## config.mk

```make
export PLATFORM = sky130hd
export DESIGN_NAME = rf_wb_arbiter
export DESIGN_NICKNAME = d
export VERILOG_FILES = /design/src/rtl/rf_wb_arbiter.sv
export SDC_FILE = /design/constraint.sdc
export NUM_CORES = 1
export LEC_CHECK = 0
export BUFFER_PORTS_ARGS = -buffer_cell sky130_fd_sc_hd__buf_4
export CAP_MARGIN = 40
export CELL_PAD_IN_SITES_DETAIL_PLACEMENT = 2
export CELL_PAD_IN_SITES_GLOBAL_PLACEMENT = 2
export CORE_UTILIZATION = 35
export DETAILED_ROUTE_END_ITERATION = 7
export GPL_TIMING_DRIVEN = 1
export PLACE_DENSITY_LB_ADDON = 0.1
export SLEW_MARGIN = 20
export SYNTH_ARGS = -nofsm -noshare
export SYNTH_HDL_FRONTEND = slang
export SYNTH_SLANG_ARGS = --single-unit
```

## constraint.sdc

```tcl
create_clock -name clk -period 16.4 [get_ports clk]
set_input_delay 1.64 -clock clk [delete_from_list [all_inputs] [get_ports clk]]
set_output_delay 1.64 -clock clk [all_outputs]
set_load 0.02 [all_outputs]
```

## src/rtl/rf_wb_arbiter.sv

```systemverilog
// Register-file write-port arbiter: pipeline writeback has priority, long-latency
// results bypass or wait in a small FIFO, and a scoreboard drives the decode stall.
module rf_wb_arbiter #(
  parameter int FIFO_DEPTH = 2
) (
  input  logic        clk,
  input  logic        rstn,
  input  logic        pipe_we,
  input  logic [4:0]  pipe_waddr,
  input  logic [31:0] pipe_wdata,
  input  logic        lu_valid,
  input  logic [4:0]  lu_waddr,
  input  logic [31:0] lu_wdata,
  output logic        lu_ready,
  input  logic        issue_set,
  input  logic [4:0]  issue_rd,
  input  logic [4:0]  chk_rs1,
  input  logic [4:0]  chk_rs2,
  input  logic [4:0]  chk_rd,
  output logic        stall,
  output logic [31:0] busy,
  output logic        rf_we,
  output logic [4:0]  rf_waddr,
  output logic [31:0] rf_din
);

  localparam int AW = $clog2(FIFO_DEPTH);

  typedef struct packed {
    logic [4:0]  addr;
    logic [31:0] data;
  } wb_t;

  typedef enum logic [1:0] {SRC_NONE, SRC_PIPE, SRC_FIFO, SRC_BYPASS} src_e;

  wb_t            mem [FIFO_DEPTH];
  logic [AW-1:0]  rd_ptr, wr_ptr;
  logic [AW:0]    count;
  logic [31:0]    busy_next;
  src_e           src;

  logic full, empty, pipe_act, lu_acc, lu_nz, push, pop, lu_wr;
  logic [4:0] lu_wr_addr;

  assign full     = (count == (AW+1)'(FIFO_DEPTH));
  assign empty    = (count == '0);
  assign lu_ready = rstn & ~full;
  assign pipe_act = pipe_we & (pipe_waddr != 5'd0);
  assign lu_acc   = lu_valid & lu_ready;
  assign lu_nz    = lu_acc & (lu_waddr != 5'd0);

  // NOTE: every signal assigned in always_comb gets a default first so no latch is inferred.
  always_comb begin
    src = SRC_NONE;
    if (rstn) begin
      if (pipe_act)    src = SRC_PIPE;
      else if (!empty) src = SRC_FIFO;
      else if (lu_nz)  src = SRC_BYPASS;
    end
  end

  assign pop  = (src == SRC_FIFO);
  assign push = lu_nz & (src != SRC_BYPASS);

  always_comb begin
    rf_we      = 1'b0;
    rf_waddr   = 5'd0;
    rf_din     = 32'd0;
    lu_wr      = 1'b0;
    lu_wr_addr = 5'd0;
    unique case (src)
      SRC_PIPE: begin
        rf_we    = 1'b1;
        rf_waddr = pipe_waddr;
        rf_din   = pipe_wdata;
      end
      SRC_FIFO: begin
        rf_we      = 1'b1;
        rf_waddr   = mem[rd_ptr].addr;
        rf_din     = mem[rd_ptr].data;
        lu_wr      = 1'b1;
        lu_wr_addr = mem[rd_ptr].addr;
      end
      SRC_BYPASS: begin
        rf_we      = 1'b1;
        rf_waddr   = lu_waddr;
        rf_din     = lu_wdata;
        lu_wr      = 1'b1;
        lu_wr_addr = lu_waddr;
      end
      default: ;
    endcase
  end

  // A same-cycle issue to the register being drained must leave it busy, so set follows clear.
  always_comb begin
    busy_next = busy;
    if (lu_wr)     busy_next[lu_wr_addr] = 1'b0;
    if (issue_set) busy_next[issue_rd]   = 1'b1;
    busy_next[0] = 1'b0;
  end

  // NOTE: sequential state uses non-blocking assignments so every flop samples pre-edge values.
  always_ff @(posedge clk or negedge rstn) begin
    if (!rstn) begin
      rd_ptr <= '0;
      wr_ptr <= '0;
      count  <= '0;
      busy   <= '0;
    end else begin
      if (push) wr_ptr <= wr_ptr + AW'(1);
      if (pop)  rd_ptr <= rd_ptr + AW'(1);
      count <= count + (AW+1)'(push) - (AW+1)'(pop);
      busy  <= busy_next;
    end
  end

  // NOTE: FIFO storage is not reset; the count alone decides which entries are valid.
  always_ff @(posedge clk) begin
    if (push) mem[wr_ptr] <= '{addr: lu_waddr, data: lu_wdata};
  end

  assign stall = rstn & (busy[chk_rs1] | busy[chk_rs2] | busy[chk_rd]);

  // A pipeline write must never target a register with an outstanding long-latency result.
  assert property (@(posedge clk) disable iff (!rstn) !(pipe_act && busy[pipe_waddr]));

endmodule

```

==> impl_results.md <==
* Status: finished clean
* PwrDens at 139 mW/mm2
* Die H at 132 um
* Clock sink total at 109
* Synth top cells by count: edfxtp_1 (74), nand2_1 (39), mux2_2 (36)
* Hold Crit Depth at 1
* Ys Warns at 0
* Power Total at 1.08 mW
* All-Layer GR Usage at 0.241
* GRT overflow at 0
* Layout Area Growth over Synthesis at 30.2%
* Via density at 5.77
* Io pins at 171
* Yosys reg bits at 109
* CTS tree: built
* Postcts setup bufs at 0
* Share of synthesized flip-flops with an asynchronous set or reset at 0.321
* Slew margin rel. at 0.461
* Total of max-cap violations at 0
* # DRC at 0
* ANT nets after route at 0
* CTS root buffer: clkbuf_16
* Post-synthesis sequential area ratio at 0.521
* Synth area leader: edfxtp_1
* Initial Utilization at 0.359
* Top sig layer: met4
* Final nets at 751
* Cell variety after synth at 51
* Crit path top cell by count: buf_4
* Placer congestion estimate at 0.871
* Worst-path fanout max at 28
* Skew final at 0.00799 ns
* Filler Cell Count at 1733
* Initial DRC count at 179
* Clock-pin slew on the worst setup and hold paths at 0.07 ns
* Worst Setup End Kind: output pin
* Syn Area/Cell at 12.0 um2
* Num CTS Buffers at 9
* Worst-Margin Slew at 0.802 ns
* Most frequent cell after synthesis: edfxtp_1
* Final Hold Viols at 0
* Post-synth EDFFs at 74
* Hold-fix buffers, CTS at 0
* RSZ-0062 raised after global routing: no
* # setup viols final at 0
* Worst Path Class, Setup: in2out
* N_diodes at 0
* Die Wd at 132 um
* Mapped Area at 0.00595 mm2
* TNS Setup at 0 ns
* R2R setup slack at 13.51 ns
* Core box area at 0.0166 mm2
* Top_reg_cell synth: edfxtp_1
* Vias post-DR at 5046
* Slew Viols, Final at 0
* I/O Buffers at 169
* Largest net degree at the start of global routing at 47
* Global-route wire length before repair at 32.5 mm
* M1 wire length at 8.38 mm
* Synth top area share at 0.374
* Die area at 0.0175 mm2
* Vias in the first global route at 5665
* Pre-antenna DRT Iters at 5
* Critical path buffers and inverters at 3
* Crit path DAT at 4.32 ns
* Initial antenna violation count at 0
* CP max-delay cell: o31ai_1
* Pleak at 2.93 nW
* Post-DP HPWL at 15.1 mm
* Period utilization at 0.363
* Hold slack at 0.538 ns
* Critical Path Max Stage Delay at 0.68 ns
* Synthesized Nets at 598
* Critical Path, Cell by Cell: buf_4 > or3_1 > o31ai_1 > a211o_1 > buf_4 > a22oi_1 > a21oi_1 > buf_4
* Top post-synthesis cells by area: edfxtp_1 (37%), dfrtp_1 (15%), mux4_2 (8.0%), mux2_2 (6.8%), a22oi_1 (4.4%)
* Clk_lat worst skew at 0.35 ns
* Maximum clock frequency at 168 MHz
* Post-CTS Resized at 0
* Wire length per cell at 23.5 um
* Met2 WL at 10.8 mm
* Worst R2R Path Depth at 8
* Met3 Wirelength at 1.04 mm
* CTS H-tree depth at 3
* Drt total wl at 20.6 mm
* Largest delay contributor family on the critical path: compound AO/OA/AOI/OAI gates
* Minimum clock period at 5.96 ns
* Worst Hold Class: reg2reg
* Crit start category: primary input
* Max VDD drop at 0.0574 mV
* Stages on the worst setup path at 8
* Critical Path RT at 14.76 ns
* Cells after synthesis at 497
* Share of layout cells above drive strength 1 at 0.394
* CTS Buffer Depth at 2
* Standard-cell rows at 47
per-stage QoR:
| step | utilization | setup slack [ns] | cell area [um2] | instances |
|---|---|---|---|---|
| after global routing | 0.467 | 10.31 | 7750 | 875 |
| after detailed placement | 0.448 | 10.43 | 7430 | 858 |
| after CTS | 0.467 | 10.38 | 7740 | 874 |
| final | 0.467 | 10.44 | 7750 | 875 |
| after floorplan | - | 9.64 | 5950 | 497 |
| after global placement | 0.445 | 10.72 | 7380 | 855 |
cells by family (layout without fill, tap and decap cells):
group,count (synthesis),in the layout,share of synthesized area
buf+inv,45,203,0.0332
compound gates,160,160,0.172
xor+xnor,4,4,0.00589
other cells,1,1,0.000630
simple gates,109,109,0.0982
flops,109,109,0.521
mux,67,67,0.164
fa+ha+maj,2,2,0.00421
path summary, 6_finish.rpt:
kind                                     from              endpoint
min reg2reg                wr_ptr$_DFFE_PN0P_    wr_ptr$_DFFE_PN0P_
max in group asynchronous                rstn    rd_ptr$_DFFE_PN0P_
max reg2reg                count[1]$_DFF_PN0_  mem[1][27]$_DFFE_PP_
max                               lu_waddr[3]            rf_din[19]
min in group asynchronous                rstn    busy[10]$_DFF_PN0_
min                        wr_ptr$_DFFE_PN0P_    wr_ptr$_DFFE_PN0P_
cell type report:
type	instances	area, um2	share of cell area
flip-flops and latches	109	3100	0.400
multi-input cells	343	2670	0.344
repair buffers	179	1370	0.176
well taps	220	275	0.0355
clock buffers	12	236	0.0305
clock inverters	4	72.6	0.00937
inverters	8	30.0	0.00388
power by group:
group          internal, mW  leakage, nW  switching (mW)
Clock                 0.134        0.143          0.0969
Combinational         0.198         1.71           0.231
Sequential            0.352         1.08          0.0683
layout by cell type (no fill, tap or decap), types with 4 or more instances in the layout:
cell type	n
o31ai_1	29
nor2_1	13
nand4_1	5
edfxtp_1	74
inv_1	8
dfrtp_1	34
buf_4	176
nand3_1	10
o21ai_1	9
nand2_1	39
nor3_1	7
nor2b_1	4
mux2i_1	10
a22oi_1	35
o21ai_0	33
mux4_2	21
nand3b_1	8
mux2_2	36
a21oi_1	35
clkbuf_16	9
metal layers:
metal / vias to the layer above / GRT usage
li1: 2268 / -
met1: 2588 / 0.292
met2: 165 / 0.435
met3: 25 / 0.0431
met4: 0 / 0.0677
met5: - / 0
registers in the layout, indices dropped and copies added, names as in the netlist:
signal  count
wr_ptr      1
busy       31
count       2
rd_ptr      1
mem        74
Note: power is estimated with default switching activity, not from simulation.
